### src/rtl/ex_mem_pkg.sv
// Shared bus widths, control encodings and the EX/MEM slot record for the EX/MEM pipeline register.
package ex_mem_pkg;

   localparam int unsigned RegBus       = 32;
   localparam int unsigned RegAddrBus   = 5;
   localparam int unsigned AluOpBus     = 8;
   localparam int unsigned DoubleRegBus = 64;

   localparam logic Stop           = 1'b1;
   localparam logic NoStop         = 1'b0;
   localparam logic RstEnable      = 1'b0;
   localparam logic WriteDisable   = 1'b0;
   localparam logic NotInDelaySlot = 1'b0;

   localparam logic [RegBus-1:0]     ZeroWord   = '0;
   localparam logic [RegAddrBus-1:0] NOPRegAddr = '0;
   localparam logic [AluOpBus-1:0]   EXE_NOP_OP = 8'b0000_0000;
   localparam logic [AluOpBus-1:0]   EXE_SW_OP  = 8'b1010_1011;

   localparam int unsigned StallExMem = 3;
   localparam int unsigned StallMem   = 4;

   typedef struct packed {
      logic [RegAddrBus-1:0] wd;
      logic                  wreg;
      logic [RegBus-1:0]     wdata;
      logic [RegBus-1:0]     hi;
      logic [RegBus-1:0]     lo;
      logic                  whilo;
      logic [AluOpBus-1:0]   aluop;
      logic [RegBus-1:0]     mem_addr;
      logic [RegBus-1:0]     reg2;
      logic                  cp0_reg_we;
      logic [4:0]            cp0_reg_write_addr;
      logic [RegBus-1:0]     cp0_reg_data;
      logic [31:0]           excepttype;
      logic                  is_in_delayslot;
      logic [RegBus-1:0]     current_inst_address;
   } mem_slot_t;

   // Contents of an empty slot: nothing is written anywhere downstream.
   function automatic mem_slot_t bubble_slot();
      mem_slot_t s;
      s.wd                   = NOPRegAddr;
      s.wreg                 = WriteDisable;
      s.wdata                = ZeroWord;
      s.hi                   = ZeroWord;
      s.lo                   = ZeroWord;
      s.whilo                = WriteDisable;
      s.aluop                = EXE_NOP_OP;
      s.mem_addr             = ZeroWord;
      s.reg2                 = ZeroWord;
      s.cp0_reg_we           = WriteDisable;
      s.cp0_reg_write_addr   = 5'b00000;
      s.cp0_reg_data         = ZeroWord;
      s.excepttype           = ZeroWord;
      s.is_in_delayslot      = NotInDelaySlot;
      s.current_inst_address = ZeroWord;
      return s;
   endfunction

endpackage

### src/rtl/ex_mem.sv
// EX/MEM pipeline register: advances, bubbles, holds or flushes the slot and keeps the
// MADD/MSUB partial product and cycle count looping back to EX while EX is stalled.
module ex_mem
   import ex_mem_pkg::*;
(
   input  logic                    clk,
   input  logic                    rst_n,
   input  logic [5:0]              stall,
   input  logic                    flush,
   input  logic [RegAddrBus-1:0]   ex_wd,
   input  logic                    ex_wreg,
   input  logic [RegBus-1:0]       ex_wdata,
   input  logic [RegBus-1:0]       ex_hi,
   input  logic [RegBus-1:0]       ex_lo,
   input  logic                    ex_whilo,
   input  logic [AluOpBus-1:0]     ex_aluop,
   input  logic [RegBus-1:0]       ex_mem_addr,
   input  logic [RegBus-1:0]       ex_reg2,
   input  logic                    ex_cp0_reg_we,
   input  logic [4:0]              ex_cp0_reg_write_addr,
   input  logic [RegBus-1:0]       ex_cp0_reg_data,
   input  logic [31:0]             ex_excepttype,
   input  logic                    ex_is_in_delayslot,
   input  logic [RegBus-1:0]       ex_current_inst_address,
   input  logic [DoubleRegBus-1:0] hilo_i,
   input  logic [1:0]              cnt_i,
   output logic [RegAddrBus-1:0]   mem_wd,
   output logic                    mem_wreg,
   output logic [RegBus-1:0]       mem_wdata,
   output logic [RegBus-1:0]       mem_hi,
   output logic [RegBus-1:0]       mem_lo,
   output logic                    mem_whilo,
   output logic [AluOpBus-1:0]     mem_aluop,
   output logic [RegBus-1:0]       mem_mem_addr,
   output logic [RegBus-1:0]       mem_reg2,
   output logic                    mem_cp0_reg_we,
   output logic [4:0]              mem_cp0_reg_write_addr,
   output logic [RegBus-1:0]       mem_cp0_reg_data,
   output logic [31:0]             mem_excepttype,
   output logic                    mem_is_in_delayslot,
   output logic [RegBus-1:0]       mem_current_inst_address,
   output logic [DoubleRegBus-1:0] hilo_o,
   output logic [1:0]              cnt_o
);

   mem_slot_t              slot_q;
   mem_slot_t              ex_slot;
   logic [DoubleRegBus-1:0] hilo_q;
   logic [1:0]              cnt_q;

   // Only the EX/MEM and MEM stall bits matter to this stage.
   logic unused_stall;
   assign unused_stall = ^{stall[5], stall[2:0]};

   always_comb begin
      ex_slot.wd                   = ex_wd;
      ex_slot.wreg                 = ex_wreg;
      ex_slot.wdata                = ex_wdata;
      ex_slot.hi                   = ex_hi;
      ex_slot.lo                   = ex_lo;
      ex_slot.whilo                = ex_whilo;
      ex_slot.aluop                = ex_aluop;
      ex_slot.mem_addr             = ex_mem_addr;
      ex_slot.reg2                 = ex_reg2;
      ex_slot.cp0_reg_we           = ex_cp0_reg_we;
      ex_slot.cp0_reg_write_addr   = ex_cp0_reg_write_addr;
      ex_slot.cp0_reg_data         = ex_cp0_reg_data;
      ex_slot.excepttype           = ex_excepttype;
      ex_slot.is_in_delayslot      = ex_is_in_delayslot;
      ex_slot.current_inst_address = ex_current_inst_address;
   end

   always_ff @(posedge clk) begin
      if (rst_n == RstEnable) begin
         slot_q <= bubble_slot();
         hilo_q <= '0;
         cnt_q  <= 2'b00;
      end else if (flush) begin
         slot_q <= bubble_slot();
         hilo_q <= '0;
         cnt_q  <= 2'b00;
      end else if (stall[StallExMem] == Stop && stall[StallMem] == NoStop) begin
         // EX is iterating a MADD/MSUB: keep its partial product alive while MEM drains.
         slot_q <= bubble_slot();
         hilo_q <= hilo_i;
         cnt_q  <= cnt_i;
      end else if (stall[StallExMem] == NoStop) begin
         slot_q <= ex_slot;
         hilo_q <= '0;
         cnt_q  <= 2'b00;
      end
   end

   assign mem_wd                   = slot_q.wd;
   assign mem_wreg                 = slot_q.wreg;
   assign mem_wdata                = slot_q.wdata;
   assign mem_hi                   = slot_q.hi;
   assign mem_lo                   = slot_q.lo;
   assign mem_whilo                = slot_q.whilo;
   assign mem_aluop                = slot_q.aluop;
   assign mem_mem_addr             = slot_q.mem_addr;
   assign mem_reg2                 = slot_q.reg2;
   assign mem_cp0_reg_we           = slot_q.cp0_reg_we;
   assign mem_cp0_reg_write_addr   = slot_q.cp0_reg_write_addr;
   assign mem_cp0_reg_data         = slot_q.cp0_reg_data;
   assign mem_excepttype           = slot_q.excepttype;
   assign mem_is_in_delayslot      = slot_q.is_in_delayslot;
   assign mem_current_inst_address = slot_q.current_inst_address;
   assign hilo_o                   = hilo_q;
   assign cnt_o                    = cnt_q;

endmodule

### config.mk
export PLATFORM = sky130hd
export DESIGN_NAME = ex_mem
export DESIGN_NICKNAME = d
export VERILOG_FILES = /design/src/rtl/ex_mem_pkg.sv /design/src/rtl/ex_mem.sv
export SDC_FILE = /design/constraint.sdc
export NUM_CORES = 1
export LEC_CHECK = 0
export BUFFER_PORTS_ARGS = -buffer_cell sky130_fd_sc_hd__buf_4
export CORE_AREA = 5 5 266 268
export CTS_BUF_LIST = sky130_fd_sc_hd__clkbuf_4
export DETAILED_ROUTE_END_ITERATION = 16
export DIE_AREA = 0 0 271 273
export HOLD_SLACK_MARGIN = 0.02
export PLACE_DENSITY_LB_ADDON = 0.08
export SYNTH_ARGS = -nofsm -noshare
export SYNTH_HDL_FRONTEND = slang
export SYNTH_SLANG_ARGS = --single-unit
### constraint.sdc
create_clock -name clk -period 1.2 [get_ports clk]
set_input_delay 0.24 -clock clk [delete_from_list [all_inputs] [get_ports clk]]
set_output_delay 0.24 -clock clk [all_outputs]
set_load 0.005 [all_outputs]
==> flow_summary.ini, run 1 <==
[status]
run_status = aborted with a tool error
last-stage-reached = clock tree synthesis (4_1_cts)
tool.error = [ERROR RSZ-0060] Max buffer count reached.

[floorplanning]
initial_core_utilization_pct = 19.4
die_x_um = 271
cell_row_count = 96
design.portCount = 697
die_outline_height_um = 273

[yosys]
ys_ff_latch = 344
yosys.area.top_type = dfxtp_1
async_reset_ff_share_pct = 0
yosysMostFrequentCell = dfxtp_1
syn_avg_cell_area_um2 = 9.12
cell_count_after_synthesis = 1450
main_flop_type_after_synthesis = dfxtp_1
yosys_warnings = 0
post-synth-top-area-fraction_pct = 52.1
netlist_top_cells_area = dfxtp_1 (52%), nand2b_1 (13%), a21oi_1 (11%)
synth_top_cells_by_count = dfxtp_1 (344), nand2b_1 (279), a21oi_1 (278)
syn_area_mm2 = 0.0132
post_synth_edffs = 0
ys_types = 14
yosysSeqAreaShare_pct = 52.1
total_nets_after_synthesis = 1803

[placed_design]
gp_congestion = 0.775
dpl.hpwl_um = 44700
detailed_place.area_mm2 = 0.0197
numPortBuffers = 692

[cts]
number_of_sinks_driven_by_the_clock_tree = 344
cts_inserted_buffers = 103
cts_post_setup_buffers_inserted = 36
post_cts_resized = 688
cts-root-to-sink-buffers = 3
cts-root-buf = clkbuf_4
ctsHtreeMaxLevel = 3
holdBufCountCts = 633
-- cells by family after synthesis --
family | Yosys count | synth area share, %
DFF | 344 | 52.1
AOI/OAI and AO/OA | 278 | 10.5
muxes | 66 | 4.99
and+or+nand+nor | 624 | 26.4
buffers and inverters | 138 | 6.02
-- through the flow --
step / util, % / std cells / setup TNS, ns / hold WS, ns / worst slack (ns)
floorplan: - / 1450 / 0 / 0.384 / 0.150
global placement: 29.0 / 2965 / -0.0319 / 0.459 / -0.0210
detailed placement: 29.0 / 2965 / -0.341 / 0.467 / -0.0554
==> run 2, diff against run 1 <==
CORE_AREA = 5 5 265 267   (was 5 5 266 268)
CTS_BUF_LIST = unset   (was sky130_fd_sc_hd__clkbuf_4)
DIE_AREA = 0 0 270 272   (was 0 0 271 273)
HOLD_SLACK_MARGIN = unset   (was 0.02)
PLACE_DENSITY_LB_ADDON = 0.15   (was 0.08)
==> run 2 against run 1 <==
Effect of this change: the flow now finishes, with violations (setup timing); synthesized cell count is the same; synthesized area did not move.
==> flow_summary.ini, run 2 <==
[status]
run_status = finished with violations
failed_checks = setup timing

[route]
wl_um = 57800
detail_route.first_pass.iterations = 5
vias = 14400
average_wire_per_cell_in_the_routed_design_um = 16.7
postRouteAntennaNets = 0
route.detailed.drc = 0
route.detailed.vias_per_inst = 4.16
drtIter0Drc = 509

[finish]
top_library_cells_by_usage_in_the_layout_fill_and_taps_aside = buf_4 (475), dlygate4sd3_1 (344), buf_6 (344)
area.growth.synth_to_final_pct = 103
layout_commonest_cell = buf_4
final_cell_count_no_fill = 3470
layout_net_count = 2905
post-route-util_pct = 39.6
flip_flop_count_of_the_largest_register_all_copies_and_words_added = 64
drive_gt1_share_pct = 49.4

[setup_path]
cp_slowest_stage_delay_ns = 0.36
timing.critical_path.from_type = register
crit_path_cell_trace = buf_6
slowest_cell_on_the_critical_path = dfxtp_4
worstPathBufferInverterCount = 1
worstSetupPathType = reg -> out
worst_ep_arrival_time_ns = 1.03
critical_path_required_ns = 0.96
cell_type_group_with_the_largest_total_delay_on_the_critical_path = flip-flops
worstSetupEndpointType = output port
cp_max_fo = 2

[cts]
number_of_sinks_driven_by_the_clock_tree = 344
cts_inserted_buffers = 42
cts_tree = done
clock_latency_reported_for_the_late_side_of_the_worst_skew_pair_ns = 0.54
cts-root-buf = clkbuf_16
cts-root-to-sink-buffers = 3
ctsHtreeMaxLevel = 2
cts.reportedPaths.clkPinSlew_ns = 0.06

[yosys]
netlist_top_cells_area = dfxtp_1 (52%), nand2b_1 (13%), a21oi_1 (11%)
yosysSeqAreaShare_pct = 52.1
cell_count_after_synthesis = 1450
ys_ff_latch = 344
yosys_warnings = 0
async_reset_ff_share_pct = 0
syn_area_mm2 = 0.0132
yosysMostFrequentCell = dfxtp_1
synth_top_cells_by_count = dfxtp_1 (344), nand2b_1 (279), a21oi_1 (278)
yosys.area.top_type = dfxtp_1
total_nets_after_synthesis = 1803
main_flop_type_after_synthesis = dfxtp_1
post_synth_edffs = 0
post-synth-top-area-fraction_pct = 52.1
ys_types = 14
syn_avg_cell_area_um2 = 9.12

[pwr]
power.total_w = 0.0293
p_leak_nw = 11.3
internal_power_w = 0.0223
comb_power_share_pct = 15.5
p_sw_share_pct = 23.9
share_seq_of_total_power_pct = 41.0
switchingPower_w = 0.00699
p_per_area_mw_per_mm2 = 1090
power_frac_clock_pct = 43.5
irDropWorstVdd_mv = 0.951

[sta]
timing.final.hold_violations = 0
finalSetupViolations = 344
finalCritPeriodShare_pct = 106
postLayoutSetupSlackWorst_ns = -0.0679
shortest_clock_period_the_worst_path_allows_after_layout_ns = 1.27
max-slew-margin-rel_pct = 70.2
clock_skew_ns = 0
fmaxAchievable_mhz = 789
maxSlewViolCount = 0
grt_setup_unrepaired = yes
worst_slew_pin_slew_ns = 0.448

[placed_design]
numPortBuffers = 692
dp.cells = 2978
dpl.hpwl_um = 42000
gp_congestion = 0.794
dp_worst_setup_slack_ns = -0.0518

[grt]
grt_max_degree = 58
globalRouteOverflowTotal = 0
antenna_violations_before_repair = 4
globalRouteTotalUtil_pct = 14.8
wire_length_of_the_first_global_routing_pass_um = 87800
number_of_global_route_vias_before_repair = 14900

[worst_hold_path]
hold_class = in -> reg

[floorplanning]
fp.coreArea_mm2 = 0.0679
cell_row_count = 96
design.portCount = 697
die_x_um = 270
die_outline_height_um = 272
dieArea_mm2 = 0.0734
initial_core_utilization_pct = 19.5

[flow_run]
timing.max_cap.violations = 0
run 2: cell type report:
type / instances / area [um2]
Fill cell: 6804 / 41000
Timing Repair Buffer: 1196 / 11500
Sequential cell: 344 / 7330
Multi-Input combinational cell: 968 / 5550
Clock buffer: 70 / 1320
Tap cell: 882 / 1100
Clock inverter: 5 / 52.6
Antenna cell: 5 / 12.5
run 2: final timing paths:
check                  startpoint                   end  slack, ns  cells after the start
max                      mem_wreg              mem_wreg      -0.07                      1
min                      stall[3]           mem_reg2[2]       0.06                      3
min reg2reg  mem_cp0_reg_data[15]  mem_cp0_reg_data[15]       0.47                      2
max reg2reg             hilo_o[7]             hilo_o[7]       0.34                      4
run 2: power groups by stage:
stage          sequential [W]  clock [W]  combinational, W
6_report               0.0120     0.0127           0.00453
5_1_grt                0.0120     0.0137           0.00487
4_1_cts                0.0120     0.0133           0.00453
3_5_place_dp           0.0122          0           0.00331
3_3_place_gp           0.0122          0           0.00329
2_1_floorplan          0.0122          0           0.00127
run 2: cells by family after synthesis:
kind of cell | synth area share, %
buf+inv | 6.02
mux | 4.99
simple gates | 26.4
compound gates | 10.5
flops | 52.1
run 2: per-stage QoR:
step | hold slack [ns] | instance area (um2) | TNS (ns)
after detailed placement | 0.470 | 19800 | -1.97
final | 0.0632 | 26900 | -6.86
after CTS | 0.0371 | 26700 | -25.77
after global routing | 0.0502 | 26900 | -24.80
after global placement | 0.462 | 19800 | -0.567
after floorplan | 0.384 | 13200 | 0
run 2: metal layers:
layer / share of wire (%) / GRT usage, %
met5: 0 / 0
met4: 3.0 / 4.88
met3: 6.5 / 4.07
met2: 52 / 27.0
met1: 38 / 16.6
run 2: repair_timing:
item	CTS	global route
hold endpoints to repair	344	0
setup buffers	38	30
gates resized for setup	692	1
hold buffers	344	0
setup endpoints to repair	344	344
Note: power is estimated with default switching activity, not from simulation.
==> run 3, diff against run 2 <==
ABC_AREA = 1   (was unset)
==> run 3 against run 2 <==
Effect of this change: the run still ends with setup timing left; clock-buffer cell count down 1; sequential power about the same; global-route usage up 0.94 points; die area unchanged; wire length up 4.6%; sequential cell count unchanged; hold slack worse by 0.019 ns; clock power up 5%; register-to-register slack worse by 0.04 ns; critical path type unchanged; highest routed layer is now met5.
==> flow_summary.ini, run 3 <==
[placed_design]
gp_congestion = 0.847
numPortBuffers = 692
dpl.hpwl_um = 44700
detailed_place.area_mm2 = 0.0213

[yosys]
post_synth_edffs = 0
netlist_top_cells_area = dfxtp_1 (46%), nor2_1 (21%), inv_1 (14%)
synth_compound_gate_area_share_pct = 2.21
main_flop_type_after_synthesis = dfxtp_1
yosys.area_share.xor_xnor_pct = 0
synth_top_cells_by_count = nor2_1 (835), inv_1 (558), dfxtp_1 (344)
main_combinational_cell_family_by_area_after_synthesis = simple AND/OR/NAND/NOR gates
synth-simple-area-share_pct = 32.4
yosys.area.top_type = dfxtp_1
yosysMostFrequentCell = nor2_1
ys_types = 13
yosys.area_share.adder_pct = 0
post-synth-top-area-fraction_pct = 46.0
yosys_warnings = 0
yosysSeqAreaShare_pct = 46.0
syn_area_mm2 = 0.0150
async_reset_ff_share_pct = 0
muxShareOfSynthArea_pct = 0
ys_ff_latch = 344
syn_avg_cell_area_um2 = 6.38
total_nets_after_synthesis = 2697
cell_count_after_synthesis = 2344

[grt]
wire_length_of_the_first_global_routing_pass_um = 93200
grt_max_degree = 59
globalRouteTotalUtil_pct = 15.7
globalRouteOverflowTotal = 0
antenna_violations_before_repair = 4
number_of_global_route_vias_before_repair = 16800

[route]
wl_um = 60500
detail_route.first_pass.iterations = 4
route.detailed.drc = 0
postRouteAntennaNets = 0
average_wire_per_cell_in_the_routed_design_um = 14.2
drtIter0Drc = 693
route.detailed.vias_per_inst = 3.88
vias = 16600

[finish]
area.growth.synth_to_final_pct = 85.5
layout_commonest_cell = nor2_1
layout_net_count = 3702
drive_gt1_share_pct = 35.2
fillerInstances = 6991
seq_area_mm2 = 0.00733
flip_flop_count_of_the_largest_register_all_copies_and_words_added = 64
top_library_cells_by_usage_in_the_layout_fill_and_taps_aside = nor2_1 (835), inv_1 (557), buf_4 (402)
layout.cell_area.non_filler_mm2 = 0.0278
area_taken_by_multi_input_logic_gates_mm2 = 0.00519
post-route-util_pct = 40.9

[floorplanning]
design.portCount = 697
fp.coreArea_mm2 = 0.0679
die_outline_height_um = 272
die_x_um = 270
dieArea_mm2 = 0.0734
initial_core_utilization_pct = 22.0
cell_row_count = 96

[pwr]
comb_power_share_pct = 15.0
p_leak_nw = 15.2
power_frac_clock_pct = 44.7
internal_power_w = 0.0223
p_per_area_mw_per_mm2 = 1070
irDropWorstVdd_mv = 1.01
share_seq_of_total_power_pct = 40.3
switchingPower_w = 0.00740
p_sw_share_pct = 24.9

[setup_path]
critical_path_required_ns = 0.96
worstPathBufferInverterCount = 1
cp_max_fo = 2
cp_slowest_stage_delay_ns = 0.36
crit_path_cell_trace = buf_6
worst_ep_arrival_time_ns = 1.05
slowest_cell_on_the_critical_path = dfxtp_4
timing.critical_path.from_type = register
worstSetupPathType = reg -> out
cell_type_group_with_the_largest_total_delay_on_the_critical_path = flip-flops
worstSetupEndpointType = output port

[sta]
max-slew-margin-rel_pct = 66.1
totalNegativeSetupSlack_ns = -9.65
finalSetupViolations = 344
timing.final.hold_violations = 0
grt_setup_unrepaired = yes
finalCritPeriodShare_pct = 108
postLayoutSetupSlackWorst_ns = -0.0902
clock_skew_ns = 0
worst_slew_pin_slew_ns = 0.506
shortest_clock_period_the_worst_path_allows_after_layout_ns = 1.29
maxSlewViolCount = 0
fmaxAchievable_mhz = 775

[worst_hold_path]
hold_class = in -> reg

[cts]
cts.reportedPaths.clkPinSlew_ns = 0.06
cts-root-to-sink-buffers = 3
ctsHtreeMaxLevel = 2
cts_tree = done
clock_latency_reported_for_the_late_side_of_the_worst_skew_pair_ns = 0.56
cts_inserted_buffers = 45
number_of_sinks_driven_by_the_clock_tree = 344
cts-root-buf = clkbuf_16

[flow_run]
timing.max_cap.violations = 0

[status]
failed_checks = setup timing
run_status = finished with violations
## run 3: changes by cell type in the layout (fill, tap and decap cells not counted), moves of 33 or more
| cell | change |
|---|---|
| nor2_1 | +769 |
| inv_1 | +557 |
| nand2_1 | +279 |
| nand2b_1 | -278 |
| a21oi_1 | -212 |
| nand3_1 | -126 |
| buf_4 | -73 |
| mux2i_1 | -66 |
| dlygate4sd3_1 | -33 |
## run 3: area by class of cell
| class | instances | area share [%] |
|---|---|---|
| timing repair buffer | 1086 | 38.1 |
| sequential | 344 | 26.4 |
| multi-input combinational | 1313 | 18.7 |
| inverter | 559 | 7.56 |
| clock buffer | 69 | 4.89 |
| tap | 882 | 3.97 |
| clock inverter | 11 | 0.352 |
| antenna | 3 | 0.0270 |
## run 3: logic make-up (layout without fill, tap and decap cells)
family,Yosys count,in the layout
AND/OR/NAND/NOR,1247,1247
buffers and inverters,687,1725
flip-flops,344,344
AO/OA/AOI/OAI,66,66
other,0,3
## run 3: final timing paths
kind | from | endpoint | slack, ns | cells after the start
setup reg to reg | mem_hi[24] | mem_hi[24] | 0.30 | 6
setup / recovery | mem_wdata[23] | mem_wdata[23] | -0.09 | 1
hold / removal | ex_lo[1] | mem_lo[1] | 0.04 | 5
hold reg to reg | hilo_o[29] | hilo_o[29] | 0.48 | 2
## run 3: power groups by stage
| stage | sequential, W | clock [W] | combinational, W |
|---|---|---|---|
| finish | 0.0120 | 0.0133 | 0.00446 |
| global route | 0.0120 | 0.0144 | 0.00491 |
| CTS | 0.0120 | 0.0139 | 0.00451 |
| detailed placement | 0.0121 | 0 | 0.00344 |
| global placement | 0.0121 | 0 | 0.00342 |
| floorplan | 0.0121 | 0 | 0.00149 |
## run 3: stage by stage
step           power (W)  hold WS, ns  setup WS [ns]  std cells
4_1_cts           0.0303     0.000793         -0.152       4256
2_1_floorplan     0.0136        0.401          0.132       2344
3_5_place_dp      0.0156        0.474         -0.320       3853
6_report          0.0297       0.0441        -0.0902       4267
5_1_grt           0.0313       0.0311         -0.149       4265
3_3_place_gp      0.0155        0.471         -0.300       3853
## run 3: timing repair
item,in CTS,in global routing
buffers inserted,12,8
setup endpoints to repair,344,344
hold buffers,311,0
hold endpoints to repair,311,0
gates resized for setup,691,1
pin swaps,0,0
## run 3: routing by layer
| metal | part of all wire (%) | GRT usage [%] | up-vias |
|---|---|---|---|
| li1 | - | - | 8633 |
| met5 | 0.021 | 0 | - |
| met4 | 3.4 | 5.42 | 2 |
| met3 | 6.7 | 4.73 | 104 |
| met1 | 40 | 17.6 | 7390 |
| met2 | 50 | 28.4 | 435 |
==> run 4, diff against run 3 <==
CORE_AREA = 5 5 266 268   (was 5 5 265 267)
DIE_AREA = 0 0 271 273   (was 0 0 270 272)
==> run 4 against run 3 <==
Effect of this change: the run still ends with setup timing left; critical endpoint is now hilo_o[13]; die area grew 0.74%; final cell count shrank 0.80%; register-to-register slack is essentially flat; utilization shrank 0.78 points; design area shrank 1.6%.
==> flow_summary.ini, run 4 (synthesis results as in run 3) <==
[status]
run_status = finished with violations
failed_checks = setup timing

[cts]
clock_latency_reported_for_the_late_side_of_the_worst_skew_pair_ns = 0.55
cts.reportedPaths.clkPinSlew_ns = 0.06
cts_tree = done
cts-root-buf = clkbuf_16
cts-root-to-sink-buffers = 3
number_of_sinks_driven_by_the_clock_tree = 344
cts_inserted_buffers = 43
ctsHtreeMaxLevel = 2

[floorplanning]
fp.coreArea_mm2 = 0.0681
die_x_um = 271
die_outline_height_um = 273
design.portCount = 697
cell_row_count = 96
dieArea_mm2 = 0.0740
initial_core_utilization_pct = 22.0

[route]
average_wire_per_cell_in_the_routed_design_um = 14.0
route.detailed.drc = 0
detail_route.first_pass.iterations = 6
wl_um = 59300
postRouteAntennaNets = 0
vias = 16300
drtIter0Drc = 700
route.detailed.vias_per_inst = 3.86

[grt]
wire_length_of_the_first_global_routing_pass_um = 90700
globalRouteOverflowTotal = 0
antenna_violations_before_repair = 1
grt_max_degree = 61
globalRouteTotalUtil_pct = 15.1
number_of_global_route_vias_before_repair = 16400

[setup_path]
timing.critical_path.from_type = register
worstSetupPathType = reg -> out
cp_max_fo = 2
r2r_slack_ns = 0.30
cp_slowest_stage_delay_ns = 0.36
crit_path_cell_trace = buf_6
worstSetupEndpointType = output port
worstSetupPathDepth = 1
critical_path_required_ns = 0.96
cell_type_group_with_the_largest_total_delay_on_the_critical_path = flip-flops
slowest_cell_on_the_critical_path = dfxtp_2
worstPathBufferInverterCount = 1
worst_ep_arrival_time_ns = 1.02
worst_r2r_path_depth = 6

[placed_design]
dp.cells = 3849
gp_congestion = 0.818
dpl.hpwl_um = 44000
numPortBuffers = 692
dp_worst_setup_slack_ns = -0.330
detailed_place.area_mm2 = 0.0212

[finish]
top_library_cells_by_usage_in_the_layout_fill_and_taps_aside = nor2_1 (835), inv_1 (557), buf_4 (402)
area.growth.synth_to_final_pct = 82.6
layout.cell_area.non_filler_mm2 = 0.0273
flip_flop_count_of_the_largest_register_all_copies_and_words_added = 64
layout_commonest_cell = nor2_1
layout_net_count = 3670
drive_gt1_share_pct = 35.3
final_cell_count_no_fill = 4233

[sta]
totalNegativeSetupSlack_ns = -6.54
maxSlewViolCount = 0
finalCritPeriodShare_pct = 105
postLayoutSetupSlackWorst_ns = -0.0611
timing.final.hold_violations = 0
clock_skew_ns = 0
shortest_clock_period_the_worst_path_allows_after_layout_ns = 1.26
worst_slew_pin_slew_ns = 0.432
fmaxAchievable_mhz = 793
grt_setup_unrepaired = yes
finalSetupViolations = 341
hold-worst-slack_ns = 0.0382
max-slew-margin-rel_pct = 71.1

[pwr]
share_seq_of_total_power_pct = 41.2
p_sw_share_pct = 24.7
switchingPower_w = 0.00718
internal_power_w = 0.0219
p_per_area_mw_per_mm2 = 1070
power_frac_clock_pct = 44.0
p_leak_nw = 15.0
comb_power_share_pct = 14.9
irDropWorstVdd_mv = 0.826

[flow_run]
timing.max_cap.violations = 0

[worst_hold_path]
hold_class = in -> reg
holdPathStages = 5
run 4: changes by cell type in the layout (fill, tap and decap cells not counted), moves of 2 or more:
| cell | before | now |
|---|---|---|
| diode_2 | 3 | 1 |
| dfxtp_4 | 4 | 1 |
| buf_12 | 28 | 22 |
| dlygate4sd3_1 | 311 | 287 |
| dfxtp_2 | 340 | 343 |
| clkbuf_1 | 10 | 13 |
| clkinv_4 | 2 | 0 |
run 4: layout make-up:
cell class / count / area, um2
clock buffers: 71 / 1350
flip-flops and latches: 344 / 7320
fillers: 7050 / 40800
inverters: 559 / 2100
clock inverters: 7 / 38.8
multi-input cells: 1313 / 5190
diodes: 1 / 2.50
repair buffers: 1056 / 10200
well taps: 882 / 1100
run 4: what timing repair did:
item	CTS	global route
pin swaps	0	0
hold buffers	287	0
buffers inserted	9	9
hold endpoints to repair	287	0
endpoints found under the setup margin	344	344
resized for setup	689	0
run 4: tightest hold or removal path, delay by kind of cell:
family	cells	cell delay, ns
and+or+nand+nor	3	0.20
buffers and inverters	2	0.11
run 4: path summary, 6_finish.rpt:
check                          to           startpoint
max                    hilo_o[13]           hilo_o[13]
min          mem_cp0_reg_data[19]  ex_cp0_reg_data[19]
max reg2reg         mem_wdata[19]        mem_wdata[19]
min reg2reg            hilo_o[50]           hilo_o[50]
run 4: metrics by stage:
stage / utilization (%) / total power (W)
floorplan: - / 0.0136
global placement: 31.1 / 0.0155
detailed placement: 31.1 / 0.0155
CTS: 40.0 / 0.0296
global route: 40.1 / 0.0305
finish: 40.1 / 0.0291
run 4: metal layers:
layer	track usage (%)	routed length (um)	up-vias
met3	4.71	4150	97
met4	5.01	1780	0
li1	-	-	8562
met2	27.5	30500	442
met1	16.7	22900	7244
met5	0	0	-
run 4: power by group through the flow:
| stage | sequential, W | clock [W] | combinational (W) |
|---|---|---|---|
| 2_1_floorplan | 0.0121 | 0 | 0.00149 |
| 3_3_place_gp | 0.0121 | 0 | 0.00336 |
| 3_5_place_dp | 0.0121 | 0 | 0.00337 |
| 4_1_cts | 0.0120 | 0.0133 | 0.00437 |
| 5_1_grt | 0.0120 | 0.0137 | 0.00478 |
| 6_report | 0.0120 | 0.0128 | 0.00433 |
